`src/rtl/spart_tx_sched.sv`:
```
// SPART transmit scheduler: baud tick generator plus a two-port byte scheduler for the transmitter.
// Define SPART_TX_ARB_RR_EN for round-robin arbitration; otherwise port 0 has fixed priority.
module spart_tx_sched #(
    parameter int unsigned      DIV_W       = 16,
    parameter logic [DIV_W-1:0] DEFAULT_DIV = DIV_W'(325)
) (
    input  logic             clk,
    input  logic             rst,
    input  logic [DIV_W-1:0] div_in,
    input  logic             div_load,
    input  logic             req0_valid,
    input  logic [7:0]       req0_data,
    output logic             req0_ready,
    input  logic             req1_valid,
    input  logic [7:0]       req1_data,
    output logic             req1_ready,
    output logic             tx_enable,
    output logic             tx_write,
    output logic [7:0]       tx_data,
    input  logic             tx_tbr,
    output logic             busy,
    output logic             grant_id
);

    typedef enum logic [1:0] {StIdle, StIssue, StWaitLow, StWaitHigh} state_e;

    // Divisors of 0 and 1 both mean a tick every cycle.
    function automatic logic [DIV_W-1:0] reload_of(input logic [DIV_W-1:0] d);
        return (d == '0) ? '0 : d - DIV_W'(1);
    endfunction

    state_e           state_q, state_d;
    logic [DIV_W-1:0] div_q, div_d, cnt_q, cnt_d;
    logic             tx_enable_q, tx_enable_d;
    logic [1:0]       full_q, full_d;
    logic [7:0]       hold0_q, hold0_d, hold1_q, hold1_d;
    logic [7:0]       tx_data_q, tx_data_d;
    logic             grant_q, grant_d;
    logic             div_accept, grant_event, pick;

    // Baud generator
    always_comb begin
        div_accept  = div_load && !busy;
        div_d       = div_q;
        cnt_d       = cnt_q - DIV_W'(1);
        tx_enable_d = 1'b0;
        if (div_accept) begin
            div_d = div_in;
            cnt_d = reload_of(div_in);
        end else if (cnt_q == '0) begin
            cnt_d       = reload_of(div_q);
            tx_enable_d = 1'b1;
        end
    end

    // Holding registers; a port empties only on its own write tick.
    always_comb begin
        full_d  = full_q;
        hold0_d = hold0_q;
        hold1_d = hold1_q;
        if (req0_valid && !full_q[0]) begin
            full_d[0] = 1'b1;
            hold0_d   = req0_data;
        end
        if (req1_valid && !full_q[1]) begin
            full_d[1] = 1'b1;
            hold1_d   = req1_data;
        end
        if (tx_write) begin
            full_d[grant_q] = 1'b0;
        end
    end

    assign grant_event = (state_q == StIdle) && tx_tbr && (|full_q);

`ifdef SPART_TX_ARB_RR_EN
    logic last_grant_q, last_grant_d;

    always_comb begin
        pick         = (&full_q) ? !last_grant_q : !full_q[0];
        last_grant_d = grant_event ? pick : last_grant_q;
    end

    always_ff @(posedge clk) begin
        if (rst) begin
            last_grant_q <= 1'b1;
        end else begin
            last_grant_q <= last_grant_d;
        end
    end
`else
    always_comb begin
        pick = !full_q[0];
    end
`endif

    always_comb begin
        tx_data_d = tx_data_q;
        grant_d   = grant_q;
        if (grant_event) begin
            tx_data_d = pick ? hold1_q : hold0_q;
            grant_d   = pick;
        end
    end

    // FSM: state register
    always_ff @(posedge clk) begin
        if (rst) begin
            state_q <= StIdle;
        end else begin
            state_q <= state_d;
        end
    end

    // FSM: next state
    always_comb begin
        state_d = state_q;
        unique case (state_q)
            StIdle:     if (tx_tbr && (|full_q)) state_d = StIssue;
            StIssue:    if (tx_enable_q)         state_d = StWaitLow;
            StWaitLow:  if (!tx_tbr)             state_d = StWaitHigh;
            StWaitHigh: if (tx_tbr)              state_d = StIdle;
            default:                             state_d = StIdle;
        endcase
    end

    // FSM: outputs
    always_comb begin
        tx_write = (state_q == StIssue) && tx_enable_q;
        busy     = (state_q != StIdle);
    end

    always_ff @(posedge clk) begin
        if (rst) begin
            div_q       <= DEFAULT_DIV;
            cnt_q       <= reload_of(DEFAULT_DIV);
            tx_enable_q <= 1'b0;
            full_q      <= 2'b00;
            hold0_q     <= 8'h00;
            hold1_q     <= 8'h00;
            tx_data_q   <= 8'hFF;
            grant_q     <= 1'b0;
        end else begin
            div_q       <= div_d;
            cnt_q       <= cnt_d;
            tx_enable_q <= tx_enable_d;
            full_q      <= full_d;
            hold0_q     <= hold0_d;
            hold1_q     <= hold1_d;
            tx_data_q   <= tx_data_d;
            grant_q     <= grant_d;
        end
    end

    assign req0_ready = !full_q[0];
    assign req1_ready = !full_q[1];
    assign tx_enable  = tx_enable_q;
    assign tx_data    = tx_data_q;
    assign grant_id   = grant_q;

endmodule

```
`config.mk`:
```
export PLATFORM = sky130hd
export DESIGN_NAME = spart_tx_sched
export DESIGN_NICKNAME = d
export VERILOG_FILES = /design/src/rtl/spart_tx_sched.sv
export SDC_FILE = /design/constraint.sdc
export NUM_CORES = 1
export LEC_CHECK = 0
export ABC_CLOCK_PERIOD_IN_PS = 4820
export BUFFER_PORTS_ARGS = -buffer_cell sky130_fd_sc_hd__buf_2
export CAP_MARGIN = 40
export CORE_ASPECT_RATIO = 0.5
export CORE_MARGIN = 2
export CORE_UTILIZATION = 30
export CTS_CLUSTER_SIZE = 10
export DETAILED_ROUTE_END_ITERATION = 12
export GPL_TIMING_DRIVEN = 0
export REMOVE_ABC_BUFFERS = 1
export SETUP_SLACK_MARGIN = 0.2
export SLEW_MARGIN = 20
export SYNTH_ARGS = -nofsm -noshare
export SYNTH_HDL_FRONTEND = slang
export SYNTH_SLANG_ARGS = --single-unit
```
`constraint.sdc`:
```
create_clock -name clk -period 4.82 [get_ports clk]
set_clock_uncertainty 0.05 [all_clocks]
set_input_delay 0.241 -clock clk [delete_from_list [all_inputs] [get_ports clk]]
set_output_delay 0.241 -clock clk [all_outputs]
set_load 0.1 [all_outputs]
```
==> flow_summary_export.csv, run 1 <==
group,metric,value,unit
sta,maxSlewViolCount,0,
placed_design,post-dp-hpwl,5.94,mm
sta,worstMarginPinSlew,0.692,ns
sta,fmax,423,MHz
clock_network,path_clk_slew,0.05,ns
logic_synthesis,avgSynthCellArea,8.39,um^2
routing,drt_iter0_drc,163,
sta,post-route-min-period,2.36,ns
worst_setup_path,worstPathMaxFanout,12,
routing,wirelength,8.26,mm
worst_setup_path,crit_path_cell_trace,"or4_1 -> and4bb_2 -> a21oi_1 -> a21o_1 -> a221o_1",
clock_network,cts_tree,"built",
worst_setup_path,r2r_start,"cnt_q[4]$_SDFF_PP0_",
worst_hold_path,whs_path_depth,3,
power_and_ir_drop,p_sw_share,38.7,%
job,cap_violations,0,
finish,diodes,0,
worst_setup_path,worstReg2RegEnd,"cnt_q[8]$_SDFF_PP1_",
worst_setup_path,critPathKind,"reg2reg",
worst_setup_path,critical_path.max_stage_delay,0.65,ns
clock_network,clk_latency,0.34,ns
finish,final_common_cell,"dfxtp_1",
die,die-width,154,um
sta,min_period_over_period,49.0,%
routing,vias_per_cell,4.92,
global_routing,grt_max_degree,34,
clock_network,cts_max_level,3,
finish,fin_util,36.9,%
sta,finalHoldViolations,0,
finish,final_cell_mix,"dfxtp_1 (62), buf_2 (52), nand2_1 (46)",
sta,fin_tns_setup,0,ns
worst_setup_path,critPathLaunch,"cnt_q[4]$_SDFF_PP0_",
finish,n_fill_cell,1133,
die,io_pins,52,
die,row_count,27,
global_routing,grt_pass1_vias,2771,
sta,rsz0062_at_grt,"false",
routing,drt-pass1-iter-count,4,
die,die_h,78.8,um
finish,drive_gt1_share,17.1,%
power_and_ir_drop,p_switching,802,uW
clock_network,cts-root-buf,"clkbuf_16",
clock_network,cts_hold_buf,0,
power_and_ir_drop,p_clk_share,31.2,%
clock_network,numCtsBuffers,9,
placed_design,dpl_cell_area,3740,um^2
global_routing,antenna_found_initial,0,
logic_synthesis,ys_ff_latch,62,
sta,relSlewSlack,53.8,%
logic_synthesis,ys_warn_count,0,
worst_setup_path,critPathTopFamily,"simple AND/OR/NAND/NOR gates",
die,core,10900,um^2
finish,syn2layout_area_growth,20.5,%
placed_design,port_buffers,51,
worst_hold_path,holdPathEnd,"hold0_q[4]$_SDFFE_PP0P_",
power_and_ir_drop,irDropWorstVdd,0.228,mV
clock_network,post_cts_resized,0,
global_routing,grt_usage,14.3,%
power_and_ir_drop,p_seq_share,34.3,%
power_and_ir_drop,power.leakage,0.00161,uW
logic_synthesis,synth_cell_types,47,
global_routing,grt_overflow,0,
global_routing,grt_pass1_wl,13.7,mm
power_and_ir_drop,combPwrFrac,34.5,%
logic_synthesis,synth_enable_flop_cells,0,
logic_synthesis,synthCells,400,
die,dieArea,12100,um^2
finish,nNetsFinal,492,
worst_setup_path,crit_slowest_cell,"or4_1",
logic_synthesis,syn-cell-area,3360,um^2
routing,vias,2921,
worst_hold_path,worstHoldStart,"req0_data[4]",
logic_synthesis,yosysSeqAreaShare,37.0,%
status,status,"completed",
clock_network,cts_sinks,62,
routing,drcViolationCount,0,
power_and_ir_drop,p_per_area,513,nW/um^2
worst_setup_path,cp_data_arrival_time,2.53,ns
routing,wl_per_cell,13.9,um
sta,setup_viol,0,
worst_setup_path,start_kind,"register",
placed_design,dpl_worst_slack,2.44,ns
finish,fin_area,4040,um^2
worst_setup_path,reg2regPathDepth,5,
placed_design,place_congestion,0.821,
die,start_util,30.7,%
clock_network,postCtsSetupBuffers,0,
worst_hold_path,hold_class,"in2reg",
sta,fin_ws,2.46,ns
worst_setup_path,cp_num_buf_inv,0,
worst_setup_path,crit_required,4.98,ns
routing,ant_nets,0,
sta,fin_hold_ws,0.0929,ns
power_and_ir_drop,p_int,1270,uW
clock_network,clockBufferDepth,2,
worst_setup_path,reg2reg_slack,2.46,ns
logic_synthesis,async_flop_share,0,%
worst_setup_path,end_kind,"register",
logic_synthesis,ys.flop_type,"dfxtp_1",
cells in the mapped netlist (all sizes together), types with 2 or more instances:
| library cell | count | share of area, % |
|---|---|---|
| dfxtp | 62 | 37 |
| nand2 | 47 | 5.3 |
| nor2 | 44 | 4.9 |
| a21oi | 28 | 4.2 |
| mux2i | 28 | 8.3 |
| xnor2 | 19 | 5.0 |
| inv | 14 | 1.6 |
| clkbuf | 13 | 1.5 |
| xor2 | 13 | 3.4 |
| nor3 | 11 | 1.6 |
| a211o | 10 | 2.6 |
| ha | 10 | 3.7 |
| nand3 | 10 | 1.5 |
| buf | 9 | 1.4 |
| nor4 | 9 | 2.5 |
| o21ai | 8 | 1.2 |
| o211ai | 6 | 1.3 |
| o22ai | 6 | 1.1 |
| and2 | 5 | 0.93 |
| or3 | 5 | 0.93 |
| or4 | 5 | 1.1 |
| nand3b | 4 | 0.89 |
| nand4 | 4 | 0.75 |
| nor2b | 4 | 0.75 |
| a211oi | 3 | 0.67 |
| nand2b | 3 | 0.56 |
| nand4b | 2 | 0.52 |
| nor3b | 2 | 0.45 |
| nor4b | 2 | 0.52 |
| o31ai | 2 | 0.45 |
| o41ai | 2 | 0.52 |
| or2 | 2 | 0.37 |
kinds of logic after synthesis:
group	Yosys count	synth area share (%)
mux	28	8.35
buf+inv	36	4.44
fa+ha+maj	10	3.73
simple gates	162	24.5
xor+xnor	32	8.35
compound gates	70	13.7
flops	62	37.0
sequential cells by signal, indices dropped and copies added, names as in the netlist:
| register | flops |
|---|---|
| tx_data | 8 |
| tx_enable | 1 |
| cnt_q | 16 |
| hold1_q | 8 |
| div_q | 16 |
| state_q | 2 |
| grant_id | 1 |
| full_q | 2 |
| hold0_q | 8 |
area by class of cell:
cell class	instances	area [um^2]	share of cell area, %
clock inverter	3	42.5	1.05
multi-input combinational	302	1970	48.6
timing repair buffer	55	299	7.39
inverter	14	52.6	1.30
tap	145	181	4.49
sequential	62	1240	30.7
clock buffer	13	260	6.44
stage by stage:
| stage | std cells | total power (uW) |
|---|---|---|
| 2_1_floorplan | 378 | 1250 |
| 3_3_place_gp | 574 | 1420 |
| 3_5_place_dp | 577 | 1430 |
| 4_1_cts | 593 | 2090 |
| 5_1_grt | 594 | 2200 |
| 6_report | 594 | 2070 |
metal layers:
| layer | vias to the layer above | GRT usage, % | wire, um | part of all wire (%) |
|---|---|---|---|---|
| li1 | 1493 | - | - | - |
| met1 | 1364 | 17.1 | 3850 | 47 |
| met2 | 55 | 24.3 | 3900 | 47 |
| met3 | 9 | 4.64 | 394 | 4.8 |
| met4 | 0 | 4.95 | 111 | 1.3 |
| met5 | - | 0 | 0 | 0 |
power groups by stage:
| stage | registers, uW | clock network [uW] | logic, uW |
|---|---|---|---|
| after floorplan | 808 | 0 | 445 |
| after global placement | 717 | 0 | 699 |
| after detailed placement | 720 | 0 | 712 |
| after CTS | 711 | 661 | 717 |
| after global routing | 728 | 684 | 788 |
| final | 712 | 648 | 715 |
how the worst max path moves through the flow:
stage                            to  cells after the start
5_1_grt        cnt_q[12]$_SDFF_PP0_                      7
3_3_place_gp    cnt_q[8]$_SDFF_PP1_                      5
2_1_floorplan  full_q[1]$_SDFF_PP0_                      2
4_1_cts         cnt_q[8]$_SDFF_PP1_                      5
3_5_place_dp    cnt_q[8]$_SDFF_PP1_                      5
6_report        cnt_q[8]$_SDFF_PP1_                      5
worst reg2reg max path, stage by stage (launching register included):
cell and delay, ns:
dfxtp_1 0.36, or4_1 0.65, and4bb_2 0.57, a21oi_1 0.11, a21o_1 0.17, a221o_1 0.34
(Power assumes the default switching activity.)
==> inputs of run 2 (changes only) <==
--- a/config.mk
+++ b/config.mk
@@ -5,7 +5,7 @@
 export SDC_FILE = /design/constraint.sdc
 export NUM_CORES = 1
 export LEC_CHECK = 0
-export ABC_CLOCK_PERIOD_IN_PS = 4820
+export ABC_CLOCK_PERIOD_IN_PS = 2000
 export BUFFER_PORTS_ARGS = -buffer_cell sky130_fd_sc_hd__buf_2
 export CAP_MARGIN = 40
 export CORE_ASPECT_RATIO = 0.5
==> constraint.sdc (replaced) <==
create_clock -name clk -period 2 [get_ports clk]
set_clock_uncertainty 0.05 [all_clocks]
set_input_delay 0.1 -clock clk [delete_from_list [all_inputs] [get_ports clk]]
set_output_delay 0.1 -clock clk [all_outputs]
set_load 0.1 [all_outputs]
==> flow_summary_export.csv, run 2 (synthesized netlist as in run 1, its figures left out) <==
group,metric,value,unit
routing,drt_iter0_drc,166,
routing,vias_per_cell,5.01,
worst_setup_path,worstReg2RegEnd,"cnt_q[2]$_SDFF_PP1_",
finish,drive_gt1_share,31.7,%
worst_setup_path,reg2regPathDepth,7,
routing,wl_per_cell,14.7,um
clock_network,cts_tree,"built",
clock_network,clk_latency,0.34,ns
finish,final_cell_mix,"dfxtp_1 (55), buf_2 (51), nand2_1 (43)",
worst_hold_path,whs_path_depth,3,
clock_network,cts_max_level,3,
sta,finalHoldViolations,0,
worst_setup_path,end_kind,"register",
power_and_ir_drop,power.leakage,0.00186,uW
worst_setup_path,crit_required,2.16,ns
sta,fin_hold_ws,0.0101,ns
die,io_pins,52,
die,die-width,154,um
placed_design,place_congestion,0.821,
worst_setup_path,critPathKind,"reg2reg",
finish,fin_area,4760,um^2
finish,syn2layout_area_growth,41.9,%
status,status,"finished with violations",
worst_setup_path,reg2reg_slack,-0.03,ns
global_routing,grt_max_degree,34,
global_routing,grt_pass1_vias,3082,
worst_hold_path,worstHoldStart,"req1_valid",
power_and_ir_drop,p_per_area,1180,nW/um^2
clock_network,clockBufferDepth,2,
finish,nNetsFinal,535,
sta,setup_viol,4,
placed_design,port_buffers,51,
finish,final_common_cell,"dfxtp_1",
worst_setup_path,worstPathMaxFanout,5,
routing,drcViolationCount,0,
sta,worstMarginPinSlew,0.634,ns
finish,n_fill_cell,1058,
routing,drt-pass1-iter-count,4,
routing,wirelength,9.38,mm
sta,rsz0062_at_grt,"true",
routing,ant_nets,0,
global_routing,grt_pass1_wl,15.1,mm
worst_setup_path,start_kind,"register",
sta,min_period_over_period,101,%
job,cap_violations,0,
placed_design,dpl_worst_slack,-0.380,ns
clock_network,numCtsBuffers,9,
clock_network,path_clk_slew,0.05,ns
clock_network,cts_sinks,62,
worst_hold_path,hold_class,"in2reg",
die,core,10900,um^2
sta,maxSlewViolCount,0,
die,dieArea,12100,um^2
sta,fin_ws,-0.0289,ns
finish,top_regs,"cnt_q (16), div_q (16)",
sta,relSlewSlack,57.3,%
sta,fin_tns_setup,-0.0555,ns
global_routing,antenna_found_initial,0,
worst_hold_path,holdPathEnd,"full_q[1]$_SDFF_PP0_",
power_and_ir_drop,irDropWorstVdd,0.561,mV
die,row_count,27,
finish,diodes,0,
sta,post-route-min-period,2.03,ns
global_routing,grt_usage,15.7,%
finish,fin_cells,637,
die,start_util,30.7,%
placed_design,numPlacedInstances,577,
die,die_h,78.8,um
worst_setup_path,r2r_start,"cnt_q[7]$_SDFF_PP0_",
placed_design,post-dp-hpwl,5.94,mm
global_routing,grt_overflow,0,
clock_network,cts-root-buf,"clkbuf_16",
worst_setup_path,cp_data_arrival_time,2.19,ns
placed_design,dpl_cell_area,3740,um^2
status,violations,"negative setup slack",
sta,fmax,493,MHz
routing,vias,3190,
run 2: metrics by stage:
step	total power [uW]	utilization [%]
after floorplan	3020	-
after global placement	3410	33.8
after detailed placement	3450	34.1
after CTS	5430	42.0
after global routing	5930	43.5
final	5610	43.5
run 2: how the worst max path moves through the flow:
| stage | start | endpoint | slack [ns] | cells after the start |
|---|---|---|---|---|
| final | cnt_q[7]$_SDFF_PP0_ | cnt_q[2]$_SDFF_PP1_ | -0.03 | 7 |
| after global routing | cnt_q[7]$_SDFF_PP0_ | cnt_q[2]$_SDFF_PP1_ | -0.06 | 7 |
| after CTS | cnt_q[4]$_SDFF_PP0_ | cnt_q[8]$_SDFF_PP1_ | 0.02 | 5 |
| after detailed placement | cnt_q[4]$_SDFF_PP0_ | cnt_q[8]$_SDFF_PP1_ | -0.38 | 5 |
| after global placement | cnt_q[4]$_SDFF_PP0_ | cnt_q[8]$_SDFF_PP1_ | -0.33 | 5 |
| after floorplan | tx_enable$_SDFF_PP0_ | full_q[1]$_SDFF_PP0_ | -0.22 | 2 |
run 2: per-layer routing:
layer	part of all wire, %	track usage, %	routed length (um)
met1	44	18.1	4130
met5	0	0	0
met3	5.1	5.29	476
met4	1.6	5.50	150
met2	49	27.6	4620
run 2: final cells by class:
cell class	count	area, um^2	area share (%)
clock buffers	13	260	5.47
clock inverters	3	42.5	0.893
inverters	14	55.1	1.16
multi-input cells	303	2270	47.7
flip-flops and latches	62	1250	26.4
well taps	145	181	3.81
repair buffers	97	698	14.7
run 2: critical path: stages (launching register included):
cell	delay (ns)
dfxtp_2	0.31
or4_4	0.56
and4bb_4	0.40
buf_12	0.13
buf_4	0.10
buf_6	0.08
mux2i_1	0.19
o21ai_1	0.08
run 2: report_power, final:
group          leakage, uW  internal (uW)  switching, uW
sequential        0.000513           1490            281
combinational      0.00120            886           1390
clock             0.000146           1030            535
total              0.00186           3410           2200
run 2: repair_timing:
| action | CTS | global route |
|---|---|---|
| resized for setup | 54 | 30 |
| hold buffers | 21 | 0 |
| pin swaps | 15 | 17 |
| setup buffers | 16 | 5 |
| hold endpoints to repair | 21 | 0 |
| cloned | 1 | 0 |
| endpoints found under the setup margin | 27 | 27 |
==> inputs of run 3 (changes only) <==
--- a/config.mk
+++ b/config.mk
@@ -5,7 +5,7 @@
 export SDC_FILE = /design/constraint.sdc
 export NUM_CORES = 1
 export LEC_CHECK = 0
-export ABC_CLOCK_PERIOD_IN_PS = 2000
+export ABC_CLOCK_PERIOD_IN_PS = 1800
 export BUFFER_PORTS_ARGS = -buffer_cell sky130_fd_sc_hd__buf_2
 export CAP_MARGIN = 40
 export CORE_ASPECT_RATIO = 0.5
==> constraint.sdc (replaced) <==
create_clock -name clk -period 1.8 [get_ports clk]
set_clock_uncertainty 0.05 [all_clocks]
set_input_delay 0.09 -clock clk [delete_from_list [all_inputs] [get_ports clk]]
set_output_delay 0.09 -clock clk [all_outputs]
set_load 0.1 [all_outputs]
==> flow_summary_export.csv, run 3 (synthesized netlist as in run 1, its figures left out) <==
group,metric,value,unit
die,row_count,27,
clock_network,cts-root-buf,"clkbuf_16",
routing,vias_per_cell,5.01,
placed_design,port_buffers,51,
sta,setup_viol,16,
worst_setup_path,start_kind,"register",
job,cap_violations,0,
finish,final_common_cell,"dfxtp_1",
placed_design,dpl_cell_area,3740,um^2
die,die-width,154,um
die,io_pins,52,
global_routing,grt_overflow,0,
worst_setup_path,critical_path.max_stage_delay,0.56,ns
worst_setup_path,end_kind,"register",
global_routing,grt_pass1_vias,3119,
routing,vias,3207,
finish,nNetsFinal,538,
routing,drt-pass1-iter-count,5,
placed_design,numPlacedInstances,577,
finish,top_regs,"cnt_q (16), div_q (16)",
sta,fmax,500,MHz
worst_hold_path,hold_class,"in2reg",
finish,multiInputGateArea,2260,um^2
power_and_ir_drop,p_per_area,1320,nW/um^2
clock_network,numCtsBuffers,9,
sta,relSlewSlack,57.4,%
die,dieArea,12100,um^2
worst_setup_path,critPathKind,"reg2reg",
placed_design,post-dp-hpwl,5.94,mm
sta,rsz0062_at_grt,"true",
power_and_ir_drop,irDropWorstVdd,0.626,mV
placed_design,place_congestion,0.821,
finish,fin_area,4790,um^2
global_routing,antenna_found_initial,0,
clock_network,cts_tree,"built",
finish,fin_cells,640,
clock_network,path_clk_slew,0.05,ns
status,status,"finished with violations",
clock_network,clockBufferDepth,2,
sta,finalHoldViolations,0,
sta,post-route-min-period,2.00,ns
worst_setup_path,crit_required,2.01,ns
power_and_ir_drop,power.leakage,0.00187,uW
die,start_util,30.7,%
finish,n_fill_cell,1068,
sta,maxSlewViolCount,0,
global_routing,grt_max_degree,34,
sta,fin_hold_ws,0.00946,ns
worst_setup_path,worstPathMaxFanout,8,
worst_setup_path,crit_slowest_cell,"or4_4",
routing,drcViolationCount,0,
global_routing,grt_pass1_wl,15.7,mm
sta,min_period_over_period,111,%
status,violations,"negative setup slack",
worst_setup_path,critPathTopFamily,"simple AND/OR/NAND/NOR gates",
die,core,10900,um^2
global_routing,grt_usage,16.3,%
clock_network,clk_latency,0.33,ns
finish,diodes,0,
sta,fin_ws,-0.202,ns
finish,syn2layout_area_growth,42.8,%
die,die_h,78.8,um
worst_setup_path,crit_path_cell_trace,"or4_4 -> and4bb_4 -> buf_12 -> o31a_4 -> a21o_1 -> a221o_1",
worst_setup_path,cp_num_buf_inv,1,
sta,worstMarginPinSlew,0.634,ns
clock_network,cts_max_level,3,
routing,drt_iter0_drc,219,
routing,wirelength,9.54,mm
worst_setup_path,cp_data_arrival_time,2.21,ns
finish,drive_gt1_share,31.3,%
finish,final_cell_mix,"dfxtp_1 (53), buf_2 (50), nand2_1 (43)",
routing,ant_nets,0,
routing,wl_per_cell,14.9,um
finish,regArea,1260,um^2
clock_network,cts_sinks,62,
==> run 3: changes by cell type in the layout (fill, tap and decap cells not counted), moves of 3 or more <==
cell	previous run	this run
buf_4	19	16
dlygate4sd3_1	21	26
ha_2	0	3
nand3_1	4	8
nand3_2	6	2
==> run 3: layout make-up <==
class,instances,area share [%]
clock buffers,13,5.43
clock inverters,3,0.887
inverters,14,1.10
multi-input cells,305,47.1
flip-flops and latches,62,26.3
well taps,145,3.78
repair buffers,98,15.5
==> run 3: worst register-to-register path, cell delays in order, from the launching register on <==
cell and delay [ns]:
dfxtp_2 0.31, or4_4 0.56, and4bb_4 0.40, buf_12 0.13, o31a_4 0.21, a21o_1 0.13, a221o_1 0.14
==> run 3: worst paths after layout <==
path                           start                       to  slack, ns  cells after the start
max              cnt_q[7]$_SDFF_PP0_      cnt_q[8]$_SDFF_PP1_      -0.20                      6
min                       div_in[12]   div_q[12]$_SDFFE_PP0P_      0.009                      3
max reg2reg      cnt_q[7]$_SDFF_PP0_      cnt_q[8]$_SDFF_PP1_      -0.20                      6
min reg2reg  tx_data[5]$_SDFFE_PP1P_  tx_data[5]$_SDFFE_PP1P_       0.41                      1
==> run 3: layer usage <==
metal	vias up	global-route usage, %	part of all wire, %
li1	1598	-	-
met1	1521	18.9	44
met2	77	29.3	50
met3	11	5.24	5.0
met4	0	4.77	0.85
met5	-	0	0
==> run 3: per-stage QoR <==
step	utilization, %	setup WS (ns)	TNS [ns]	total power, uW
final	43.8	-0.202	-2.58	6320
after global routing	43.8	-0.238	-3.26	6680
after CTS	42.5	-0.148	-1.88	6120
after detailed placement	34.1	-0.580	-9.59	3840
after global placement	33.8	-0.534	-10.12	3790
after floorplan	-	-0.419	-6.57	3360
==> run 3: timing repair <==
action | in CTS | in global routing
gates cloned | 3 | 0
hold endpoints to repair | 26 | 0
pin swaps | 16 | 8
gates resized for setup | 58 | 33
buffers inserted | 15 | 2
setup endpoints to repair | 50 | 44
hold buffers | 26 | 0
==> run 3: power by group <==
group | total, uW | leakage (uW) | switching (uW) | internal (uW)
sequential | 1980 | 0.000514 | 311 | 1670
clock | 1740 | 0.000146 | 594 | 1140
combinational | 2610 | 0.00121 | 1570 | 1040
total | 6320 | 0.00187 | 2470 | 3850
